<file path="config.mk">
export PLATFORM = sky130hd
export DESIGN_NAME = cve2_alu_resp_monitor
export DESIGN_NICKNAME = d
export VERILOG_FILES = /design/src/rtl/cve2_alu_resp_monitor.sv
export SDC_FILE = /design/constraint.sdc
export NUM_CORES = 1
export LEC_CHECK = 0
export ABC_AREA = 1
export CAP_MARGIN = 30
export CORE_MARGIN = 4
export CORE_UTILIZATION = 55
export CTS_BUF_LIST = sky130_fd_sc_hd__clkbuf_16
export DETAILED_ROUTE_END_ITERATION = 10
export DONT_BUFFER_PORTS = 1
export PLACE_DENSITY = 0.7
export RECOVER_POWER = 50
export SLEW_MARGIN = 25
export SYNTH_ARGS = -nofsm -noshare
export SYNTH_HDL_FRONTEND = slang
export SYNTH_SLANG_ARGS = --single-unit
</file>
<file path="constraint.sdc">
create_clock -name clk_i -period 2.1 [get_ports clk_i]
set_input_delay 0.315 -clock clk_i [delete_from_list [all_inputs] [get_ports clk_i]]
set_output_delay 0.315 -clock clk_i [all_outputs]
set_load 0.05 [all_outputs]
</file>
<file path="src/rtl/cve2_alu_resp_monitor.sv">
// ALU response monitor: folds each sampled ALU response into a MISR signature
// and checks it against an expected value once the programmed vector count is reached.
module cve2_alu_resp_monitor #(
    parameter int unsigned CNT_W     = 16,
    parameter logic [31:0] MISR_POLY = 32'h04C11DB7,
    parameter logic [31:0] SIG_SEED  = 32'hFFFFFFFF
) (
    input  logic             clk_i,
    input  logic             rst_ni,
    input  logic             start_i,
    input  logic [CNT_W-1:0] num_vec_i,
    input  logic [31:0]      exp_sig_i,
    input  logic             vec_valid_i,
    input  logic [31:0]      result_i,
    input  logic [31:0]      adder_result_i,
    input  logic             comparison_result_i,
    input  logic             is_equal_result_i,
    input  logic [1:0]       imd_val_we_i,
    input  logic [67:0]      imd_val_d_i,
    output logic             busy_o,
    output logic             done_o,
    output logic             pass_o,
    output logic [31:0]      signature_o,
    output logic [CNT_W-1:0] vec_cnt_o
);

    typedef enum logic [1:0] {
        IDLE,
        RUN,
        CHECK,
        DONE
    } state_e;

    state_e           state_q, state_d;
    logic [31:0]      sig_q, sig_d;
    logic [CNT_W-1:0] cnt_q, cnt_d;
    logic [CNT_W-1:0] num_q, num_d;
    logic [31:0]      exp_q, exp_d;
    logic             pass_q, pass_d;

    logic [31:0] fold_w;
    logic [31:0] sig_step;

    always_comb begin
        fold_w = result_i
               ^ {adder_result_i[23:0], adder_result_i[31:24]}
               ^ {30'b0, comparison_result_i, is_equal_result_i};
        if (imd_val_we_i[0]) begin
            fold_w = fold_w ^ imd_val_d_i[31:0];
        end
        if (imd_val_we_i[1]) begin
            fold_w = fold_w ^ imd_val_d_i[65:34];
        end
        sig_step = {sig_q[30:0], 1'b0}
                 ^ (sig_q[31] ? MISR_POLY : 32'h0)
                 ^ fold_w;
    end

    always_comb begin
        state_d = state_q;
        sig_d   = sig_q;
        cnt_d   = cnt_q;
        num_d   = num_q;
        exp_d   = exp_q;
        pass_d  = pass_q;
        unique case (state_q)
            IDLE, DONE: begin
                // A start wins over a coincident vector: that vector is dropped.
                if (start_i) begin
                    num_d   = num_vec_i;
                    exp_d   = exp_sig_i;
                    sig_d   = SIG_SEED;
                    cnt_d   = '0;
                    pass_d  = 1'b0;
                    state_d = (num_vec_i == '0) ? CHECK : RUN;
                end
            end
            RUN: begin
                if (vec_valid_i) begin
                    sig_d = sig_step;
                    cnt_d = cnt_q + CNT_W'(1);
                    if (cnt_q == num_q - CNT_W'(1)) begin
                        state_d = CHECK;
                    end
                end
            end
            CHECK: begin
                pass_d  = (sig_q == exp_q);
                state_d = DONE;
            end
            default: begin
                state_d = IDLE;
            end
        endcase
    end

    always_ff @(posedge clk_i or negedge rst_ni) begin
        if (!rst_ni) begin
            state_q <= IDLE;
            sig_q   <= SIG_SEED;
            cnt_q   <= '0;
            num_q   <= '0;
            exp_q   <= '0;
            pass_q  <= 1'b0;
        end else begin
            state_q <= state_d;
            sig_q   <= sig_d;
            cnt_q   <= cnt_d;
            num_q   <= num_d;
            exp_q   <= exp_d;
            pass_q  <= pass_d;
        end
    end

    assign busy_o      = (state_q == RUN) || (state_q == CHECK);
    assign done_o      = (state_q == DONE);
    assign pass_o      = pass_q;
    assign signature_o = sig_q;
    assign vec_cnt_o   = cnt_q;

endmodule

</file>
Word level (Yosys, flattened, before mapping)
Index checks and enable logic that the tools add are counted.
{"block": "op_classes", "n_eq_ne": 8, "n_bitwise": 6, "n_mux": 16, "n_addsub": 2, "reduce_logical": 10}
{"operator": "$mux W32", "n": 4}
{"operator": "$xor A32 B32 Y32", "n": 4}
{"operator": "$pmux W32 S2", "n": 1}
{"operator": "$eq A32 B32 Y1", "n": 1}
{"operator": "$mux W16", "n": 2}
{"operator": "$pmux W16 S2", "n": 1}
{"operator": "$xor A32 B2 Y32", "n": 1}
{"operator": "$xor A32 B27 Y32", "n": 1}
{"operator": "$mux W27", "n": 1}
{"operator": "$add A16 B1 Y16 const B", "n": 1}
{"operator": "$eq A16 B16 Y1", "n": 1}
{"operator": "$logic_not A16 Y1", "n": 1}
{"operator": "$sub A16 B1 Y16 const B", "n": 1}
{"operator": "$mux W2", "n": 4}
{"operator": "$ne A2 B2 Y1 const B", "n": 3}
{"operator": "$pmux W2 S3", "n": 1}
{"operator": "$reduce_and A3 Y1", "n": 2}
{"operator": "$eq A2 B2 Y1 const B", "n": 2}
{"operator": "$reduce_and A2 Y1", "n": 2}
{"operator": "$reduce_bool A2 Y1", "n": 2}
{"operator": "$eq A2 B1 Y1 const B", "n": 1}
{"operator": "$logic_not A2 Y1", "n": 1}
{"operator": "$pmux W1 S2", "n": 1}
{"operator": "$reduce_or A2 Y1", "n": 1}
{"operator": "other kinds (2)", "n": 2}
{"block": "word_totals", "in_bits": 188, "reg_bits": 99, "wordCells": 48, "output_inout_bits": 51}

Longest topological paths before layout
Gate-level depths: netlist (run 1).
{"block": "logic_depth", "depth_word": 9, "ltp_mapped": 15, "mapped_depth_nobuf": 15}

Worst setup path before layout (run 1)
No wires, ideal clock.
{"block": "synth_timing", "kind": "reg-to-reg", "startpoint": "register state_q[0]", "endpoint": "register cnt_q[10] (netlist: vec_cnt_o[10])", "required_time_ns": 1.978, "stages_incl_launch_ff": 13, "setup_time_ns": 0.122, "synth_period_minus_slack_ns": 1.855, "path_slack_ns": 0.245, "arrival_time_ns": 1.733, "path_buffers": 0, "path_cell_list": "dfrtp_1 inv_1 ha_1 nand2_1 nand2_1 inv_2 o21ai_4 nor3_4 nand2_2 nor3_2 nand3_1 nand2_1 a21oi_1"}
{"block": "synth_via", "elab_chain_len": 4, "word_cells_on_any_way": 9, "cone_classes": "eq/ne (4); mux (1); reduce/logical (4)"}
{"element": "from (decl)", "line": "34", "text": "state_e state_q, state_d;"}
{"element": "from (signal assigned)", "line": "106", "text": "state_q <= state_d;"}
{"element": "$eq A2 B2 Y1 or $logic_not A2 Y1 (tied branches)", "line": "66", "text": "unique case (state_q)"}
{"element": "$reduce_or A2 Y1", "line": "66"}
{"element": "$ne A2 B2 Y1 (no source line) or $reduce_bool A2 Y1 (tied branches)"}
{"element": "$reduce_and A3 Y1 (no source line)"}
{"element": "to (signal assigned)", "line": "108", "text": "cnt_q <= cnt_d;"}
{"element": "to (decl)", "line": "36", "text": "logic [CNT_W-1:0] cnt_q, cnt_d;"}
Several ways; a longest one is shown, not always the timed one.
A chain may end at the register's enable or synchronous reset.

Worst setup path after layout (run 1)
{"block": "layout_timing", "startpoint": "register state_q[0]", "endpoint": "register cnt_q[2] (netlist: vec_cnt_o[2])"}
Same word-level chain as after synthesis.

==> flow_results.org, run 1 <==
** Clock tree
- Buffers added to address setup during post-CTS repair amount to 0.
- Max H-tree Level :: 3
- Num Clock Sinks :: 99
- CTS tree :: done
- Clock tree buffer depth :: 2
- For the worst-skew pair, the clock arrives at the later sink with an insertion delay of 0.35 ns.
- Number of buffers created by CTS :: 9
- Clock-pin slew was measured on the worst setup and hold paths at 0.06 ns.
- Clock tree root driver cell :: clkbuf_16

** Cells and area
- Number of cells in the finished layout apart from fillers :: 1028
- After the last flow step, the layout net total stands at 1073.
- The repair_antennas step left the layout with diodes totalling 0.
- The sequential cells in the finished layout cover a total of 2520 um2.
- In the final layout, the multi-input gates occupy 3720 um2.
- The layout has 1041 filler cells.
- Share of cells above drive strength 1 :: 10.1%
- Signed area change from the synthesized netlist to the final layout :: 9.90%
- Post-route standard cell area excluding fillers :: 7320 um2
- Measured on the finished design, the core utilization comes to 63.0%.

** Worst setup path
- Critical path's top delay family :: buffers and inverters
- Buf+Inv Stages, Crit Path :: 3
- The worst register-to-register path begins at state_q[0]$_DFFE_PN0P_.
- In this design, the stage delay of the slowest critical-path cell is 0.41 ns.
- STA puts the critical path data required time at 2.32 ns.
- The worst setup path is of the flip-flop to flip-flop kind.
- STA classifies the critical path startpoint as a flip-flop.
- Endpoint of the most critical register-to-register path :: vec_cnt_o[2]$_DFFE_PN0P_
- Depth of the worst register-to-register path :: 7
- In this run the worst path has a maximum fanout of 13.
- Traced cell by cell, the critical path runs through inv_1 -> ha_1 -> buf_4 -> o21ai_4 -> inv_1 -> a21oi_1 -> nor3_1.
- Flop-to-flop setup slack :: about 0.15 ns
- At the worst endpoint, the arrival time is 2.17 ns.
- The slowest stage of the critical path belongs to the cell dfrtp_1.
- Crit-path most repeated cell :: inv_1
- Crit path capture type :: flip-flop

** STA
- Setup-violating endpoint count in the final report :: 0
- The routed design could run at a clock period as short as 1.95 ns.
- The number of pins with negative max-slew slack in the final report came to 0.
- Achievable Freq :: 514 MHz
- Final cycle utilization of the critical path :: between 90% and 100%
- Worst hold-check slack :: -0.344 ns
- The clock arrives with 0.00443 ns of skew.
- Setup total negative slack :: 0 ns
- The worst pin sits at a relative slew slack of 45.9%.
- Slew @ Worst Pin :: 0.812 ns
- RSZ-0062 raised after global routing :: false
- The final count of hold timing violations was about 100.

** Route
- In the routed design, unresolved DRC markers number 0.
- Count of vias placed by the detailed router :: 5725
- After detailed routing, the total wire length is ~18000 um.
- Average via count per standard cell :: 5.57
- The first detailed-routing pass ran for 4 iterations.
- Remaining antenna violation count after routing :: 0
- In the final routed layout, each cell accounts on average for 18.0 um.
- After the first detailed-routing iteration, the DRC count stood at 323.

** Synthesis
- After synthesis, the largest area contributor takes up approximately a quarter of total cell area.
- Summing the sequential cell areas from Yosys gives between 30 and 40% of the chip area.
- A synthesized cell averages 7.84 um2.
- Number of different library cells in the post-synthesis netlist :: 37
- Biggest area contributors in the synthesized netlist :: dfrtp_1, nand2_1, xnor2_1, dfstp_2, xor2_1
- Yosys warning total :: 0
- Counting every net in the synthesized netlist gives roughly 1000.
- The mapped netlist covers 6660 um2.
- Leading area contributor after synthesis :: dfrtp_1
- FF+latch count, synth :: 99
- Synthesized instance count :: 850

** Placed design
- Summing all placed instances gives a cell area of 7070 um2.
- Port Buf Inserts :: 0
- At the end of routability-driven placement, the weighted congestion stood at approximately 0.91.
- Placed Instances :: 1012
- Once detailed placement completed, the half-perimeter wirelength came to 14500 um.

** GRT
- Initial antenna violation count :: 0
- Entering global routing, the biggest net connects 100 pins.
- Total routing resource utilization after global routing :: a little over a quarter
- First-pass GRT wire length :: 29700 um
- Number of global-route vias before repair :: 5813
- Congestion Overflow GR :: 0

** Floorplanning
- # rows :: 39
- In this run the vertical extent of the chip is ~120 um.
- The die covers 13900 um2.
- For this configuration, the core starts out at a cell density of a little under three fifths.
- Core outline area :: 11600 um2
- Die W :: 118 um
- Number of top-level pins :: 239

** Power and ir drop
- Dividing total power by cell area gives a power density of 1520 nW/um2.
- Lkg Pwr :: 3.40 nW
- VDD sags by at most 0.686 mV.
- Total power for the finished layout comes to around 11 mW.

** Outcome
- The run finished, with violations left.
- The final reports fail on hold timing.

** Job
- Max-cap violation count :: 0

** Min path
- Class of the most critical hold timing path :: input pin to async pin
flip-flops by register name, summed over array words and instances (netlist names):
| name | cells |
|---|---|
| exp_q | 32 |
| num_q | 16 |
| pass_o | 1 |
| signature_o | 32 |
| state_q | 2 |
| vec_cnt_o | 16 |
stage by stage:
step | hold WS [ns] | worst slack, ns
after floorplan | 0.0194 | 0.245
after global placement | 0.0233 | 0.195
after detailed placement | 0.0227 | 0.137
after CTS | -0.357 | 0.0873
after global routing | -0.362 | 0.00332
final | -0.344 | 0.154
cells in the final DEF, fill, tap and decap left out, types with 2 or more instances in the layout:
cell	count
nand4_1	9
nor3_4	2
a21oi_1	14
a22oi_1	19
a221oi_1	3
nor4_1	8
a22o_1	2
nand2_1	266
inv_2	3
clkinvlp_4	3
nor2_2	6
o21ai_0	35
buf_4	35
xnor2_1	103
xor2_1	70
clkinv_1	4
dfstp_2	21
nand3_1	24
nor2_4	3
o2111ai_1	2
o22ai_1	11
clkbuf_1	10
nor3_1	3
nand2_2	2
clkbuf_16	9
ha_1	4
a2bb2oi_1	5
dfrtp_1	67
inv_1	84
nand3b_1	4
dfstp_1	11
nor2_1	34
synthesized netlist by cell type, drive strengths merged:
cell type,instances
dfstp,32
and3,1
a221oi,3
xnor2,103
nor2,43
a21oi,14
o22ai,11
a2bb2oi,5
nand3,25
xor2,70
clkinv,2
nor3b,1
ha,5
clkbuf,15
nand3b,4
a22o,2
a22oi,19
o2111ai,2
o211ai,1
inv,85
buf,12
nand4,9
dfrtp,67
nor3,6
o21ai,36
o311a,1
nor4,8
nand2,268
power by group:
part | leakage, nW | switching [mW] | internal (mW)
Clock | 0.121 | 0.721 | 0.787
Sequential | 1.18 | 1.16 | 2.81
Combinational | 2.10 | 3.57 | 2.12
cells by family (layout without fill, tap and decap cells):
family	after synthesis	in the layout	share of synthesized area [%]
simple gates	365	365	23.0
xor+xnor	173	173	22.7
buf+inv	114	149	6.63
flops	99	99	37.8
compound gates	94	94	8.94
fa+ha+maj	5	5	0.939
worst max path at each step:
stage / depth (start not counted) / endpoint / slack, ns / start
3_3_place_gp: 7 / vec_cnt_o[6]$_DFFE_PN0P_ / 0.19 / state_q[0]$_DFFE_PN0P_
4_1_cts: 8 / vec_cnt_o[11]$_DFFE_PN0P_ / 0.09 / state_q[0]$_DFFE_PN0P_
3_5_place_dp: 7 / vec_cnt_o[6]$_DFFE_PN0P_ / 0.14 / state_q[0]$_DFFE_PN0P_
6_report: 7 / vec_cnt_o[2]$_DFFE_PN0P_ / 0.15 / state_q[0]$_DFFE_PN0P_
2_1_floorplan: 12 / vec_cnt_o[10]$_DFFE_PN0P_ / 0.24 / state_q[0]$_DFFE_PN0P_
5_1_grt: 15 / state_q[1]$_DFFE_PN0P_ / 0.003 / num_q[1]$_DFFE_PN0P_
routing by layer:
metal / wire length [um] / global-route usage, % / part of all wire, %
met3: 1180 / 7.06 / 6.4
met5: 0 / 0 / 0
met4: 465 / 9.16 / 2.5
met1: 7050 / 30.3 / 38
met2: 9780 / 48.3 / 53
what timing repair did:
action / CTS / global route
gates resized for setup: 0 / 7
setup endpoints to repair: 0 / 11
hold endpoints to repair: 99 / 99
final cells by class:
class,count,area share (%)
clock buffer,9,3.08
multi-input combinational,637,50.9
timing repair buffer,46,4.26
clock inverter,7,0.513
tap,143,2.44
sequential,99,34.4
inverter,87,4.46
Note: power is estimated with default switching activity, not from simulation.
==> inputs of run 2 (changes only) <==
ABC_AREA = not set   (was 1)
PLACE_DENSITY = 0.73   (was 0.7)
clock period = 1.6 ns   (was 2.1 ns; I/O delays follow)
==> run 2 against run 1 <==
The flow finishes with violations (hold timing, setup timing). Area after synthesis shrank 4.6%. Via count shrank 7.6%. Utilization grew 14 points. Critical path depth grew 2. Die area shrank 4.3%. Cell area grew 17%. Sequential share of layout area shrank 4.9 points. Combinational power grew 100%. Global-route usage grew 1.4 points. Critical endpoint is now state_q[1]$_DFFE_PN0P_.
==> flow_results.org, run 2 <==
** Outcome
- The run finished, with violations left.
- Violations in the final reports :: hold timing, setup timing

** Floorplanning
- DIE HEIGHT :: 116 um (-2.2%)
- DIE AREA :: 13300 um2 (-4.3%)
- The die extent in x came to 116 um (-2.2%).
- The row count was 38 (-2.6%).
- The placeable core region was 11100 um2 (-4.6%).
- The initial standard-cell utilization of the core is 57.4% (about the same).
- Number of top-level pins :: 239 (unchanged)

** Worst setup path
- Worst-path cell with the longest stage delay :: or4b_4
- Launching element type of the critical path :: flip-flop
- Walking the worst path, the cells encountered are inv_4 -> ha_4 -> or4b_4 -> or4b_1 -> o22ai_1 -> a31oi_1 -> nor3_2 -> a31oi_4 -> mux2_4.
- Flop-to-flop setup slack :: -1.01 ns (-1.17 ns)
- The largest fanout on the critical path is 4 (-9).
- Depth of the worst register-to-register path :: 9 (+2)
- The critical path arrival is 2.85 ns (+0.68 ns).
- The delay contributed by the slowest stage of the critical path is 0.51 ns (+0.10 ns).
- R2r startpoint :: num_q[0]$_DFFE_PN0P_
- Required time at the worst-slack endpoint :: 1.84 ns (-0.48 ns)
- Crit path capture type :: flip-flop
- Kind of critical path :: flip-flop to flip-flop
- Endpoint of the most critical register-to-register path :: state_q[1]$_DFFE_PN0P_

** Synthesis
- Most common cell in the netlist :: xnor2_1
- The sequential-to-total area share from yosys stat was 39.6% (+1.8 points).
- Yosys warning total :: 0 (unchanged)
- The gate count of the mapped netlist came to 653 (-23%).
- The count of distinct cell types in the synthesized netlist is 44 (+19%).
- The commonest cells after synthesis are xnor2_1, nand2_1, dfrtp_1, xor2_1, nor2_1.
- Prevailing post-synth register cell :: dfrtp_1
- In the post-synthesis netlist, the biggest area contributors are dfrtp_1, xnor2_1, dfstp_2, mux2_2, xor2_1.
- The number of enable-type register cells in the synthesized netlist came to 0 (unchanged).
- The portion of synthesized cell area occupied by the leading cell type is 26.4% (+1.2 points).
- The synthesized netlist net count was 846 (-19%).
- The synthesized area divided by synthesized cell count was 9.73 um2 (+24%).
- Leading area contributor after synthesis :: dfrtp_1
- Share of synthesized registers carrying an async set or reset :: 100% (unchanged)
- Synthesized cell area :: 6360 um2 (-4.6%)
- The number of synthesized register bits is 99 (unchanged).

** Clock tree
- Clock tree buffer depth :: 2 (unchanged)
- The depth of the CTS H-tree came to 3 (unchanged).
- Clock insertion delay at the later pin of the skew report :: 0.36 ns (about the same)
- Clk pin slew, worst setup/hold paths :: 0.07 ns (about the same)
- CTS tree :: done
- The tree is rooted in a clkbuf_16.
- The clock sink count was 99 (unchanged).
- The total clock buffers created by CTS came to 9 (unchanged).

** Power and ir drop
- Ratio of total power to cell area :: 2080 nW/um2 (+37%)
- Lkg Pwr :: 3.37 nW (-0.94%)
- The maximum vdd drop was 2.17 mV (+220%).
- The total power draw was 17.9 mW (+60%).

** STA
- The final count of hold timing violations came to 99 (unchanged).
- The clock period minus final worst setup slack was 2.61 ns (+0.666 ns).
- The worst-case hold slack is -0.424 ns (-0.0803 ns).
- Pins Over Slew Limit :: 0 (unchanged)
- Max Clock Skew :: 0.00357 ns (-0.000858 ns)
- Setup-violating endpoint count in the final report :: 50 (+50)
- Slew @ Worst Pin :: 0.545 ns (-0.266 ns)
- Setup repair after global routing could not meet its margin everywhere.
- Setup total negative slack :: -11.16 ns (-11.16 ns)
- The ratio of final minimum period to clock period came to 163% (+71 points).
- Relative max-transition margin :: 63.7% (+18 points)
- Achievable Freq :: 383 MHz (-26%)
- Worst setup margin :: -1.01 ns (-1.17 ns)

** Cells and area
- Leaving out fill and tap cells, the most frequent cell in the layout is xnor2_1.
- The proportion of layout cells with a drive suffix above 1 came to 42.8% (+33 points).
- Leading cell types in the layout, fill and taps excluded :: xnor2_1, buf_4, nand2_1, dfrtp_1, xor2_1
- Number of cells in the finished layout apart from fillers :: 902 (-12%)
- The number of fill cells in the layout was 691 (-34%).
- Final Util :: 77.5% (+14 points)
- From synthesis to final layout, the design area changed by 35.1%.
- The number of inserted diodes was 0 (unchanged).
- The net count reported at finish is 950 (-11%).

** Route
- The number of nets with antenna violations after detailed routing was 0 (unchanged).
- Final wirelength :: 19500 um (+5.6%)
- DRC violations left :: 0 (unchanged)
- Violation count after the first detailed-routing iteration :: 252 (-22%)
- DR pass1 iterations :: 6 (+2)
- Count of vias placed by the detailed router :: 5291 (-7.6%)
- The wire length per cell after detailed routing is 21.6 um (+20%).
- Average via count per standard cell :: 5.87 (+5.3%)

** GRT
- Initial antenna violation count :: 2 (+2)
- The wire length of the first global-routing pass is 28600 um (-3.5%).
- The via count of the first global-routing pass is 5504 (-5.3%).
- The combined global-route utilization of all metal layers came to 28.1% (+1.4 points).
- Congestion Overflow GR :: 0 (unchanged)
- Maximum number of pins on one net before global-route repair :: 100 (unchanged)

** Job
- The count of maximum capacitance violations is 0 (unchanged).

** Placed design
- Detailed placement HPWL :: 13500 um (-6.4%)
- GPL Wtd Cong :: 0.997 (+10%)
- Port Buf Inserts :: 0 (unchanged)
- Placed Instances :: 865 (-15%)

** Min path
- In this run the worst hold path is classified as input pin to async pin.
==> run 2: critical path: cells and delay by family (launching register included) <==
family	cells	cell delay [ns]
AND/OR/NAND/NOR	3	1.24
buffers and inverters	1	0.07
multiplexers	1	0.32
adder cells (fa/ha/maj)	1	0.13
flip-flops	1	0.41
AO/OA/AOI/OAI	3	0.33
==> run 2: repair_timing <==
item / 4_1_cts / 5_1_grt
setup buffers: 11 / 10
cloned: 5 / 2
pin swaps: 9 / 21
hold endpoints to repair: 99 / 99
setup endpoints to repair: 54 / 53
resized for setup: 79 / 88
==> run 2: cell families (layout without fill, tap and decap cells) <==
| kind of cell | Yosys count | count (layout) | synth area share, % |
|---|---|---|---|
| muxes | 51 | 51 | 9.02 |
| AOI/OAI and AO/OA | 66 | 66 | 5.79 |
| and+or+nand+nor | 194 | 194 | 14.1 |
| DFF | 99 | 99 | 39.6 |
| buffers and inverters | 34 | 143 | 2.15 |
| adders and majority gates | 5 | 5 | 0.984 |
| xor gates and xnor gates | 204 | 204 | 28.3 |
==> run 2: routing by layer <==
layer | vias up | part of all wire [%] | global-route usage [%]
met5 | - | 0.10 | 0
met4 | 4 | 1.9 | 6.26
met3 | 43 | 7.3 | 8.56
met2 | 218 | 52 | 48.8
met1 | 2623 | 39 | 34.4
li1 | 2403 | - | -
==> run 2: how the worst max path moves through the flow <==
| stage | from | end | slack [ns] | cells past startpoint |
|---|---|---|---|---|
| detailed placement | num_q[1]$_DFFE_PN0P_ | state_q[1]$_DFFE_PN0P_ | -0.93 | 9 |
| CTS | num_q[0]$_DFFE_PN0P_ | state_q[1]$_DFFE_PN0P_ | -0.94 | 9 |
| global route | num_q[0]$_DFFE_PN0P_ | state_q[1]$_DFFE_PN0P_ | -1.05 | 9 |
| floorplan | num_q[0]$_DFFE_PN0P_ | state_q[0]$_DFFE_PN0P_ | -0.99 | 11 |
| global placement | num_q[0]$_DFFE_PN0P_ | state_q[0]$_DFFE_PN0P_ | -0.86 | 9 |
| finish | num_q[0]$_DFFE_PN0P_ | state_q[1]$_DFFE_PN0P_ | -1.01 | 9 |
==> run 2: final cells by class <==
class	instances	area, um2	area share (%)
Multi-Input combinational cell	520	4330	50.5
Sequential cell	99	2530	29.5
Timing Repair Buffer	120	1210	14.1
Clock buffer	9	225	2.62
Tap cell	140	175	2.04
Clock inverter	7	76.3	0.889
Inverter	7	33.8	0.393
==> run 2: power breakdown <==
group / internal [mW] / switching (mW) / leakage, nW
Sequential: 3.59 / 0.681 / 1.15
Clock: 1.23 / 1.00 / 0.148
Combinational: 5.54 / 5.84 / 2.07
Total: 10.4 / 7.53 / 3.37
==> run 2: per-stage QoR <==
step / instance area, um2 / worst slack (ns)
final: 8590 / -1.01
after global routing: 8590 / -1.05
after CTS: 8160 / -0.938
after detailed placement: 7380 / -0.934
after global placement: 7380 / -0.857
after floorplan: 6580 / -0.987
